### src/rtl/mem_stream_reader.sv
// Stream read engine: issues buffer-RAM reads for a (addr, len) command and emits the words as AXI4-Stream.
// Optional stall counter port and logic enabled with `define MEM_READER_STALL_CNT_EN.
module mem_stream_reader #(
  parameter int DEPTH     = 8,
  parameter int DATA_SIZE = 32,
  parameter int LEN_W     = 16,
  localparam int AW       = $clog2(DEPTH)
) (
  input  logic                 clk,
  input  logic                 rst,
  input  logic [AW-1:0]        cmd_addr,
  input  logic [LEN_W-1:0]     cmd_len,
  input  logic                 cmd_valid,
  output logic                 cmd_ready,
  output logic                 busy,
  output logic                 done,
  output logic [AW-1:0]        addrb,
  input  logic [DATA_SIZE-1:0] doutb,
  output logic [DATA_SIZE-1:0] m_tdata,
  output logic                 m_tvalid,
  input  logic                 m_tready,
  output logic                 m_tlast
`ifdef MEM_READER_STALL_CNT_EN
  ,
  output logic [31:0]          stall_cnt
`endif
);

  typedef enum logic [1:0] {IDLE, RUN, DRAIN} state_t;

  state_t               state, state_nx;
  logic [LEN_W-1:0]     len_r, issued, beat_cnt;
  logic                 inflight;
  logic [1:0]           fifo_cnt;
  logic [DATA_SIZE-1:0] q0, q1;
  logic                 accept, issue, pop, push, last_pop, done_nx;

  assign cmd_ready = (state == IDLE);
  assign busy      = (state != IDLE);
  assign accept    = cmd_valid && cmd_ready;
  assign m_tvalid  = (fifo_cnt != 2'd0);
  assign m_tdata   = q0;
  assign m_tlast   = m_tvalid && (beat_cnt == len_r - LEN_W'(1));
  assign pop       = m_tvalid && m_tready;
  assign push      = inflight;
  assign last_pop  = pop && m_tlast;

  // Only issue when the word returning next cycle is guaranteed a free FIFO slot.
  assign issue = (state == RUN) && (issued != len_r) &&
                 (({1'b0, fifo_cnt} + {2'b00, inflight}) < (3'd2 + {2'b00, pop}));

  always_comb begin
    state_nx = state;
    done_nx  = 1'b0;
    unique case (state)
      IDLE: begin
        if (accept) begin
          if (cmd_len == '0) done_nx  = 1'b1;
          else               state_nx = RUN;
        end
      end
      RUN: begin
        if (issue && (issued == len_r - LEN_W'(1))) state_nx = DRAIN;
      end
      DRAIN: begin
        if (last_pop) begin
          state_nx = IDLE;
          done_nx  = 1'b1;
        end
      end
      default: state_nx = IDLE;
    endcase
  end

  always_ff @(posedge clk) begin
    if (rst) begin
      state    <= IDLE;
      done     <= 1'b0;
      inflight <= 1'b0;
      len_r    <= '0;
      issued   <= '0;
      beat_cnt <= '0;
      addrb    <= '0;
    end else begin
      state    <= state_nx;
      done     <= done_nx;
      inflight <= issue;
      if (accept) begin
        len_r    <= cmd_len;
        addrb    <= cmd_addr;
        issued   <= '0;
        beat_cnt <= '0;
      end else begin
        if (issue) begin
          addrb  <= (addrb == AW'(DEPTH - 1)) ? '0 : addrb + AW'(1);
          issued <= issued + LEN_W'(1);
        end
        if (pop) beat_cnt <= beat_cnt + LEN_W'(1);
      end
    end
  end

  // Two-entry FIFO kept head-aligned so m_tdata is always q0.
  always_ff @(posedge clk) begin
    if (rst) begin
      fifo_cnt <= 2'd0;
      q0       <= '0;
      q1       <= '0;
    end else begin
      unique case ({push, pop})
        2'b10: begin
          if (fifo_cnt == 2'd0) q0 <= doutb;
          else                  q1 <= doutb;
          fifo_cnt <= fifo_cnt + 2'd1;
        end
        2'b01: begin
          q0       <= q1;
          fifo_cnt <= fifo_cnt - 2'd1;
        end
        2'b11: begin
          if (fifo_cnt == 2'd1) q0 <= doutb;
          else begin
            q0 <= q1;
            q1 <= doutb;
          end
        end
        default: ;
      endcase
    end
  end

`ifdef MEM_READER_STALL_CNT_EN
  always_ff @(posedge clk) begin
    if (rst)                                          stall_cnt <= '0;
    else if (accept)                                  stall_cnt <= '0;
    else if (m_tvalid && !m_tready && stall_cnt != '1) stall_cnt <= stall_cnt + 32'd1;
  end
`endif

endmodule
### config.mk
export PLATFORM = sky130hd
export DESIGN_NAME = mem_stream_reader
export DESIGN_NICKNAME = d
export VERILOG_FILES = /design/src/rtl/mem_stream_reader.sv
export SDC_FILE = /design/constraint.sdc
export NUM_CORES = 1
export LEC_CHECK = 0
export CAP_MARGIN = 20
export CORE_MARGIN = 10
export CORE_UTILIZATION = 30
export CTS_CLUSTER_DIAMETER = 40
export CTS_CLUSTER_SIZE = 20
export DETAILED_ROUTE_END_ITERATION = 10
export PLACE_DENSITY = 0.62
export SYNTH_ARGS = -nofsm -noshare
export SYNTH_HDL_FRONTEND = slang
export SYNTH_SLANG_ARGS = --single-unit
### constraint.sdc
create_clock -name clk -period 2.58 [get_ports clk]
set_input_delay 0.258 -clock clk [delete_from_list [all_inputs] [get_ports clk]]
set_output_delay 0.258 -clock clk [all_outputs]
set_load 0.005 [all_outputs]
# Word-level counts from Yosys, hierarchy flattened
# Index checks and enable logic that the tools add are counted.
dict set report classes {
  n_addsub 8
  order_cmp 1
  eq_ne 17
  n_mux 19
  reduce_logical 20
}
# cell count
set ops {}
lappend ops {{$mux 32} 4}
lappend ops {{$pmux 32 s3} 1}
lappend ops {{$pmux 32 s2} 1}
lappend ops {{$add 16x1->16 const B} 2}
lappend ops {{$eq 16x16->1} 2}
lappend ops {{$logic_not 16->1} 1}
lappend ops {{$ne 16x16->1} 1}
lappend ops {{$sub 16x1->16 const B} 1}
lappend ops {{$ne 2x2->1 const B} 5}
lappend ops {{$reduce_bool 2->1} 5}
lappend ops {{$mux 3} 3}
lappend ops {{$mux 2} 4}
lappend ops {{$logic_and 1x1->1} 7}
lappend ops {{$eq 2x1->1 const B} 3}
lappend ops {{$eq 2x2->1 const B} 3}
lappend ops {{$pmux 2 s3} 1}
lappend ops {{$logic_not 2->1} 2}
lappend ops {{$ne 2x1->1 const B} 2}
lappend ops {{$pmux 2 s2} 1}
lappend ops {{$reduce_and 4->1} 1}
lappend ops {{$add 2x1->3} 1}
lappend ops {{$add 2x1->3 const A} 1}
lappend ops {{$add 3x1->3 const B} 1}
lappend ops {{$eq 3x3->1 const B} 1}
lappend ops {{9 further kinds} 11}
dict set report word_totals {
  reg_bits 121
  output_inout_bits 40
  word_cells 75
}

# Logic depth before layout (Yosys ltp)
# Gate-level depths: netlist (run 1).
dict set report logic_depth {
  ltp_word 8
  mapped_depth 11
}

# Worst setup path before layout (run 1)
# OpenSTA, ideal clock, no wires.
dict set report synth_timing {
  kind {reg-to-reg}
  from {register len_r[5]}
  to {register state[1]}
  setup_time_ps 132
  arrival_time_ps 2521
  required_time_ps 2448
  slack_ps -73
  path_stages_with_launch 10
  path_buffers 2
  path_cell_list {dfxtp_1 buf_2 or4_1 buf_2 nor4_1 xnor2_1 o2111ai_1 or4b_4 o311ai_1 a21oi_1}
}
dict set report synth_via {
  elab_chain_cells 6
  elab_cells_between_ends 12
  cone_classes {add/sub: 1; eq/ne: 5; reduce/logical: 6}
}
# element line
set synth_lines {}
lappend synth_lines {{start: declaration} 32} ;# logic [LEN_W-1:0] len_r, issued, beat_cnt;
lappend synth_lines {{start signal: assignment} 89} ;# len_r <= cmd_len;
lappend synth_lines {{$sub 16x1->16 or $ne 16x16->1 (tied branches)} {43, 63, 49}}
lappend synth_lines {{$eq 16x16->1 or $logic_and 1x1->1 (tied branches)} {43, 49}}
lappend synth_lines {{$logic_and 1x1->1, on equally long branches} {43, 49}}
lappend synth_lines {{$logic_and 1x1->1, on equally long branches} {46, 63}}
lappend synth_lines {{$ne 2x2->1 (no line) or $ne 2x1->1 (tied branches)} -}
lappend synth_lines {{$reduce_and 4->1 (no line) *} -}
lappend synth_lines {{end signal: assignment} 85} ;# state <= state_nx;
lappend synth_lines {{end: declaration} 31} ;# state_t state, state_nx;
# Every way passes the cells marked *; elsewhere a longest branch is shown, timed or not.
# A chain may end at the register's enable or synchronous reset.

# Worst setup path after layout (run 1)
dict set report layout_timing {
  from {register len_r[11]}
  to {output m_tlast}
}
dict set report layout_via {
  elab_chain_cells 3
}
# element line
set layout_lines {}
lappend layout_lines {{$sub 16x1->16} 43} ;# assign m_tlast = m_tvalid && (beat_cnt == len_r - LEN_W'(1));
lappend layout_lines {{$eq 16x16->1} 43}
lappend layout_lines {{$logic_and 1x1->1} 43}
lappend layout_lines {{end: declaration} 22} ;# output logic m_tlast
# Every way passes these cells.

==> metrics.md, run 1 <==
| Metric | Value |
|---|---|
| Final setup margin | -0.421 ns |
| Failing checks | setup timing |
| Reg2reg start | len_r[11]$_SDFFE_PP0P_ |
| Input/output buffers | 94 |
| Hold Crit Start | rst |
| P_leak | 3.31 nW |
| Crit path launch type | flip-flop |
| Worst setup path end | m_tlast |
| CTS Buf Count | 17 |
| I/O pin count | 95 |
| R2r endpoint | state[1]$_SDFFE_PP0P_ |
| Main synth FF type | dfxtp_1 |
| Max-cap violations | 0 |
| Total iterations of the first detailed-routing run | 5 |
| Total congestion overflow | 0 |
| Outcome | complete, but fails checks |
| Cell variety after synth | between 60 and 70 |
| Arrival time worst endpoint | 2.74 ns |
| Finish-stage setup viols | 3 |
| Clock net sink count | around 120 |
| Core area | ~20000 µm² |
| Initial antenna violation count | 0 |
| Initial DRC count | roughly 420 |
| Min Tclk post-route | 3.00 ns |
| Unrepaired setup endpoints after global routing | yes |
| Worst setup EP type | output pin |
| Via-per-instance ratio | ~5.1 |
| Synth Warn # | 0 |
| Initial Utilization | 0.306 |
| GRT Util Overall | 0.149 |
| Worst VDD drop | between 0.0005 and 0.0006 V |
| Final Slew Violations | 0 |
| Number of global-route vias before repair | a little under 6000 |
| Largest net degree at the start of global routing | 37 |
| Detail Route Antenna Nets | 0 |
| Die H | roughly 160 µm |
| Wire per inst | 16.6 µm |
| First-pass GRT wire length | about 32000 µm |
| Max Freq | roughly 0.33 GHz |
| Post-synth top area share | 0.389 |
| Fin Clk Skew | ~0.013 ns |
| CTS Buffer Depth | 2 |
| Hold path cells | 2 |
| Post-synth ARST share | 0 |
| Synth top area cells | dfxtp_1 39%, nand2_1 7.5%, a21oi_1 5.2%, nor2_1 4.9%, xor2_1 4.8% |
| Pwr Total | roughly 7.7 mW |
| Avg Synthesized Cell Area | 8.03 µm² |
| Max_slew headroom | 0.542 |
| FF+latch count, synth | approximately 120 |
| Hold Vio Cnt, Final | 0 |
| Post-DP HPWL | 14500 µm |
| Diode count | 0 |
| Commonest non-fill, non-tap cell in the layout | nand2_1 |
| Worst-Skew Late Latency | roughly 0.43 ns |
| Worst r2r path cells | 9 |
| Number of synthesized flops with an enable pin | 0 |
| Synth Instances | ~780 |
| Cell taking the most area after synthesis | dfxtp_1 |
| CP Max Fanout | 4 |
| Crit path required time | ~2.3 ns |
| FF-to-FF setup slack | -0.07 ns |
| Full die area | 26900 µm² |
| Hold Path Class | input pin to flip-flop |
| Sequential area share after synthesis | 0.389 |
| Slew @ Worst Pin | approximately 0.69 ns |
| Synth Net Count | 843 |
| Post-synthesis cell area | around 6200 µm² |
| Nets | 997 |
| CTS tree | done |
| Finished Layout Cells | ~1200 |
| Fin crit share | 1.16 |
| Worst setup path class | flip-flop to output pin |
| Die X-Extent | 164 µm |
| Fillcell total | around 2000 |
| Critical Path Start | len_r[11]$_SDFFE_PP0P_ |
| Clock slew at reported path FFs | around 0.070 ns |
| Synth-to-Final Area Change | 43.5% |
| Dpl cells | about 1200 |
| Hold Buf Count CTS | 0 |
| # rows | 52 |
| H-Tree Depth | 4 |
| Most frequent cells in the layout | 124 x nand2_1, 116 x dfxtp_1, 92 x clkdlybuf4s50_1, 87 x buf_4, 78 x nor2_1 |
| Power density cells | roughly 860 nW/µm² |
| DRC violations left | 0 |
| Routed Wire Length | slightly above 20000 µm |
| GPL Wtd Cong | 0.965 |
| Clock Tree Root | clkbuf_16 |
| Vias post-DR | 6128 |
| Layout cells sized above 1 | 0.189 |
## repair_timing
item                                    CTS  global route
pin swaps                                 9            16
buffers inserted                          2             8
gates cloned                              0             1
endpoints found under the setup margin    5            38
gates resized for setup                  20            31
## Yosys cell counts, types with 4 or more instances
cell and n:
o2111ai_1 5, nand2_1 124, or3_1 13, a211oi_1 37, dfxtp_1 121, buf_2 4
and3_1 6, o211ai_1 5, o21a_1 4, nor3_1 13, nor4_1 12, nor2_1 82
mux2i_1 4, nand3_1 9, inv_1 23, buf_1 5, ha_1 12, xnor2_1 32
clkbuf_1 46, nand4_1 15, xor2_1 34, o21ai_0 15, a21oi_1 65, a22oi_1 33
## sequential cells by signal (all words and copies together) (netlist names)
register	cells
m_tdata	32
q1	32
beat_cnt	16
issued	16
len_r	16
addrb	3
fifo_cnt	2
state	2
done	1
inflight	1
## worst min-delay path by stage
| stage | to | slack, ns |
|---|---|---|
| finish | q1[30]$_SDFFE_PP0P_ | 0.18 |
| global route | q1[30]$_SDFFE_PP0P_ | 0.20 |
| CTS | q1[30]$_SDFFE_PP0P_ | 0.18 |
| detailed placement | q1[11]$_SDFFE_PP0P_ | 0.45 |
| global placement | q1[27]$_SDFFE_PP0P_ | 0.44 |
| floorplan | q1[0]$_SDFFE_PP0P_ | 0.39 |
## where the power goes
group          total, mW  internal (mW)  switching [mW]
clock network       2.46           1.39            1.07
logic               2.82           1.45            1.37
registers           2.42           2.21           0.212
## worst max-delay path: stages (launching register included)
cell and delay, ns:
dfxtp_2 0.32, or4_4 0.57, buf_12 0.16, nor2_4 0.07, or4b_4 0.48, buf_4 0.18
o2111ai_2 0.17, or4b_4 0.19, nor2_4 0.05, buf_2 0.12
## routing by layer
metal  GRT usage  wire length [µm]
met5           0                 0
met4      0.0508               400
met3      0.0473              1490
met2       0.234              9300
met1       0.188              8960
## per-stage QoR
step | worst slack [ns] | hold WS (ns) | instance area (µm²) | setup TNS [ns] | util
2_1_floorplan | 0.00992 | 0.394 | 6240 | 0 | -
4_1_cts | -0.420 | 0.177 | 8720 | -0.519 | 0.428
3_3_place_gp | -0.573 | 0.441 | 8040 | -0.927 | 0.395
6_report | -0.421 | 0.184 | 8940 | -0.548 | 0.439
5_1_grt | -0.490 | 0.197 | 8940 | -0.863 | 0.439
3_5_place_dp | -0.568 | 0.446 | 8040 | -0.881 | 0.395
## kinds of logic after synthesis
group | count (synthesis) | synth area share
buffers and inverters | 80 | 0.0508
multiplexers | 4 | 0.00643
AO/OA/AOI/OAI | 189 | 0.204
XOR/XNOR | 66 | 0.0928
AND/OR/NAND/NOR | 304 | 0.234
adder cells (fa/ha/maj) | 12 | 0.0241
flip-flops | 121 | 0.389
## final cells by class
cell class / count / area, µm² / area share
clock buffers: 17 / 425 / 0.0476
clock inverters: 15 / 179 / 0.0200
repair buffers: 192 / 1780 / 0.199
well taps: 270 / 338 / 0.0378
inverters: 23 / 86.3 / 0.00966
flip-flops and latches: 121 / 2430 / 0.272
multi-input cells: 575 / 3710 / 0.414
(Power assumes the default switching activity.)
==> run 2: changes to the inputs <==
CTS_CLUSTER_DIAMETER = unset   (was 40)
clock period = 2.44 ns   (was 2.58 ns; I/O delays follow)
==> run 2 against run 1 <==
The run still ends with setup timing left. Clock power increased by 8.5%. Worst setup slack got worse by 0.11 ns. Largest cell class unchanged. Critical path type unchanged. Total power increased by 7.9%.
==> metrics.md, run 2 (same netlist as run 1, synthesis figures left out) <==
| Metric | Value |
|---|---|
| GPL Wtd Cong | 0.948 (-1.8%) |
| Unrepaired setup endpoints after global routing | yes |
| Input/output buffers | 94 (unchanged) |
| Diode count | 0 (unchanged) |
| Core area | 20400 µm² (unchanged) |
| CTS Buffer Depth | 2 (unchanged) |
| Worst setup path end | m_tlast |
| First-pass GRT wire length | 32800 µm (+2.2%) |
| Initial DRC count | 409 (-2.2%) |
| Via-per-instance ratio | 5.06 (+0.13%) |
| Nets | 1014 (+1.7%) |
| Clock Tree Root | clkbuf_16 |
| Slowest cell on crit path | or4b_4 |
| Most frequent cells in the layout | 124 x nand2_1, 116 x dfxtp_1, 99 x buf_4, 92 x clkdlybuf4s50_1, 80 x nor2_1 |
| Fin crit share | 1.22 |
| P_leak | 3.40 nW (+2.8%) |
| Worst r2r path cells | 9 (unchanged) |
| Multi-input gate area | 3740 µm² (+0.81%) |
| Critical Path Start | len_r[12]$_SDFFE_PP0P_ |
| Detail Route Antenna Nets | 0 (unchanged) |
| Full die area | 26900 µm² (unchanged) |
| Total congestion overflow | 0 (unchanged) |
| Commonest non-fill, non-tap cell in the layout | nand2_1 |
| Cells along the critical path | or4_4, nor4_4, xnor2_1, o2111ai_1, or4b_4, nor2_4, buf_2 |
| Min Tclk post-route | around 3.0 ns |
| Outcome | complete, but fails checks |
| Max_slew headroom | 0.591 (+0.0492) |
| Number of global-route vias before repair | 6077 (+2.1%) |
| Reg2reg start | len_r[12]$_SDFFE_PP0P_ |
| Worst setup path class | flip-flop to output pin |
| Worst setup EP type | output pin |
| Arrival time worst endpoint | 2.73 ns (about the same) |
| Register Area | 2430 µm² (unchanged) |
| Layout cells sized above 1 | 0.210 (+0.0217) |
| GRT Util Overall | 0.153 (+0.00427) |
| Slew @ Worst Pin | 0.611 ns (-0.0761 ns) |
| Die H | 164 µm (unchanged) |
| Post-layout instance area | 9150 µm² (+2.3%) |
| Clock net sink count | 121 (unchanged) |
| FF-to-FF setup slack | -0.34 ns (-0.27 ns) |
| Die X-Extent | 164 µm (unchanged) |
| Total iterations of the first detailed-routing run | 5 (unchanged) |
| Hold WS | 0.316 ns (+0.132 ns) |
| Place WS | -0.602 ns (-0.0336 ns) |
| Finish-stage setup viols | 4 (+1) |
| Fillcell total | 1979 (-0.65%) |
| CTS tree | done |
| Post-DP HPWL | 14800 µm (+1.6%) |
| Max-cap violations | 0 (unchanged) |
| Vias post-DR | 6222 (+1.5%) |
| CP Max Fanout | 3 (-1) |
| Clock slew at reported path FFs | 0.06 ns (about the same) |
| Placed Area | 8220 µm² (+2.2%) |
| Worst VDD drop | 0.000627 V (+19%) |
| Hold Path Class | input pin to flip-flop |
| Failing checks | setup timing |
| I/O pin count | 95 (unchanged) |
| Crit path largest cell delay | 0.60 ns (+0.03 ns) |
| Pwr Total | 8.32 mW (+7.9%) |
| Power density cells | 909 nW/µm² (+5.5%) |
| Routed Wire Length | 20500 µm (+1.9%) |
| Hold Vio Cnt, Final | 0 (unchanged) |
| DRC violations left | 0 (unchanged) |
| Worst-Skew Late Latency | 0.43 ns (about the same) |
| Largest net degree at the start of global routing | 65 (+76%) |
| Wire per inst | 16.7 µm (+0.45%) |
| Final Slew Violations | 0 (unchanged) |
| # rows | 52 (unchanged) |
| Initial antenna violation count | 0 (unchanged) |
| Synth-to-Final Area Change | 46.8% |
| H-Tree Depth | 4 (unchanged) |
| Final setup margin | -0.531 ns (-0.110 ns) |
| Max Freq | between 0.3 and 0.4 GHz |
| CTS Buf Count | 17 (unchanged) |
| R2r endpoint | state[1]$_SDFFE_PP0P_ |
| Initial Utilization | 0.306 (unchanged) |
| Fin Clk Skew | 0.00884 ns (-0.00429 ns) |
| Crit path required time | 2.20 ns (-0.12 ns) |
| Crit path launch type | flip-flop |
==> run 2: metrics by stage <==
step	util	cells	TNS [ns]
global route	0.449	1230	-1.84
floorplan	-	776	-0.0406
global placement	0.403	1189	-2.93
CTS	0.442	1225	-0.950
finish	0.449	1230	-1.18
detailed placement	0.403	1189	-3.15
==> run 2: worst min path at each step <==
| stage | endpoint | depth (start not counted) | from | slack [ns] |
|---|---|---|---|---|
| 4_1_cts | inflight$_SDFF_PP0_ | 3 | rst | 0.31 |
| 3_3_place_gp | q1[29]$_SDFFE_PP0P_ | 2 | q1[29]$_SDFFE_PP0P_ | 0.44 |
| 3_5_place_dp | q1[1]$_SDFFE_PP0P_ | 2 | q1[1]$_SDFFE_PP0P_ | 0.45 |
| 5_1_grt | fifo_cnt[0]$_SDFFE_PP0P_ | 3 | rst | 0.33 |
| 2_1_floorplan | q1[0]$_SDFFE_PP0P_ | 2 | doutb[0] | 0.38 |
| 6_report | inflight$_SDFF_PP0_ | 3 | rst | 0.32 |
==> run 2: worst max-delay path: cells and delay by family (launching register included) <==
| family | cells | cell delay, ns |
|---|---|---|
| DFF | 1 | 0.31 |
| xor gates and xnor gates | 1 | 0.16 |
| and+or+nand+nor | 4 | 1.58 |
| buffers and inverters | 1 | 0.13 |
| AOI/OAI and AO/OA | 1 | 0.12 |
==> run 2: power by group <==
part           total [mW]  switching [mW]  internal [mW]
Clock                2.67            1.01           1.66
Combinational        3.09            1.49           1.60
Sequential           2.56           0.221           2.34
Total                8.32            2.72           5.59
==> run 2: layout make-up <==
class	instances	share of cell area
multi-input combinational	575	0.408
clock buffer	18	0.0480
clock inverter	14	0.0204
inverter	23	0.00985
sequential	121	0.265
timing repair buffer	209	0.211
tap	270	0.0369
==> run 2: repair_timing <==
action | CTS | global route
resized for setup | 28 | 25
hold buffers | 0 | 0
setup buffers | 5 | 4
pin swaps | 15 | 14
gates cloned | 0 | 1
endpoints found under the setup margin | 37 | 48
==> run 2: per-layer routing <==
metal | vias to the layer above | routed length, µm | GRT usage
li1 | 3094 | - | -
met1 | 2909 | 9040 | 0.189
met2 | 192 | 9250 | 0.233
met3 | 27 | 1760 | 0.0656
met4 | 0 | 468 | 0.0524
met5 | - | 0 | 0
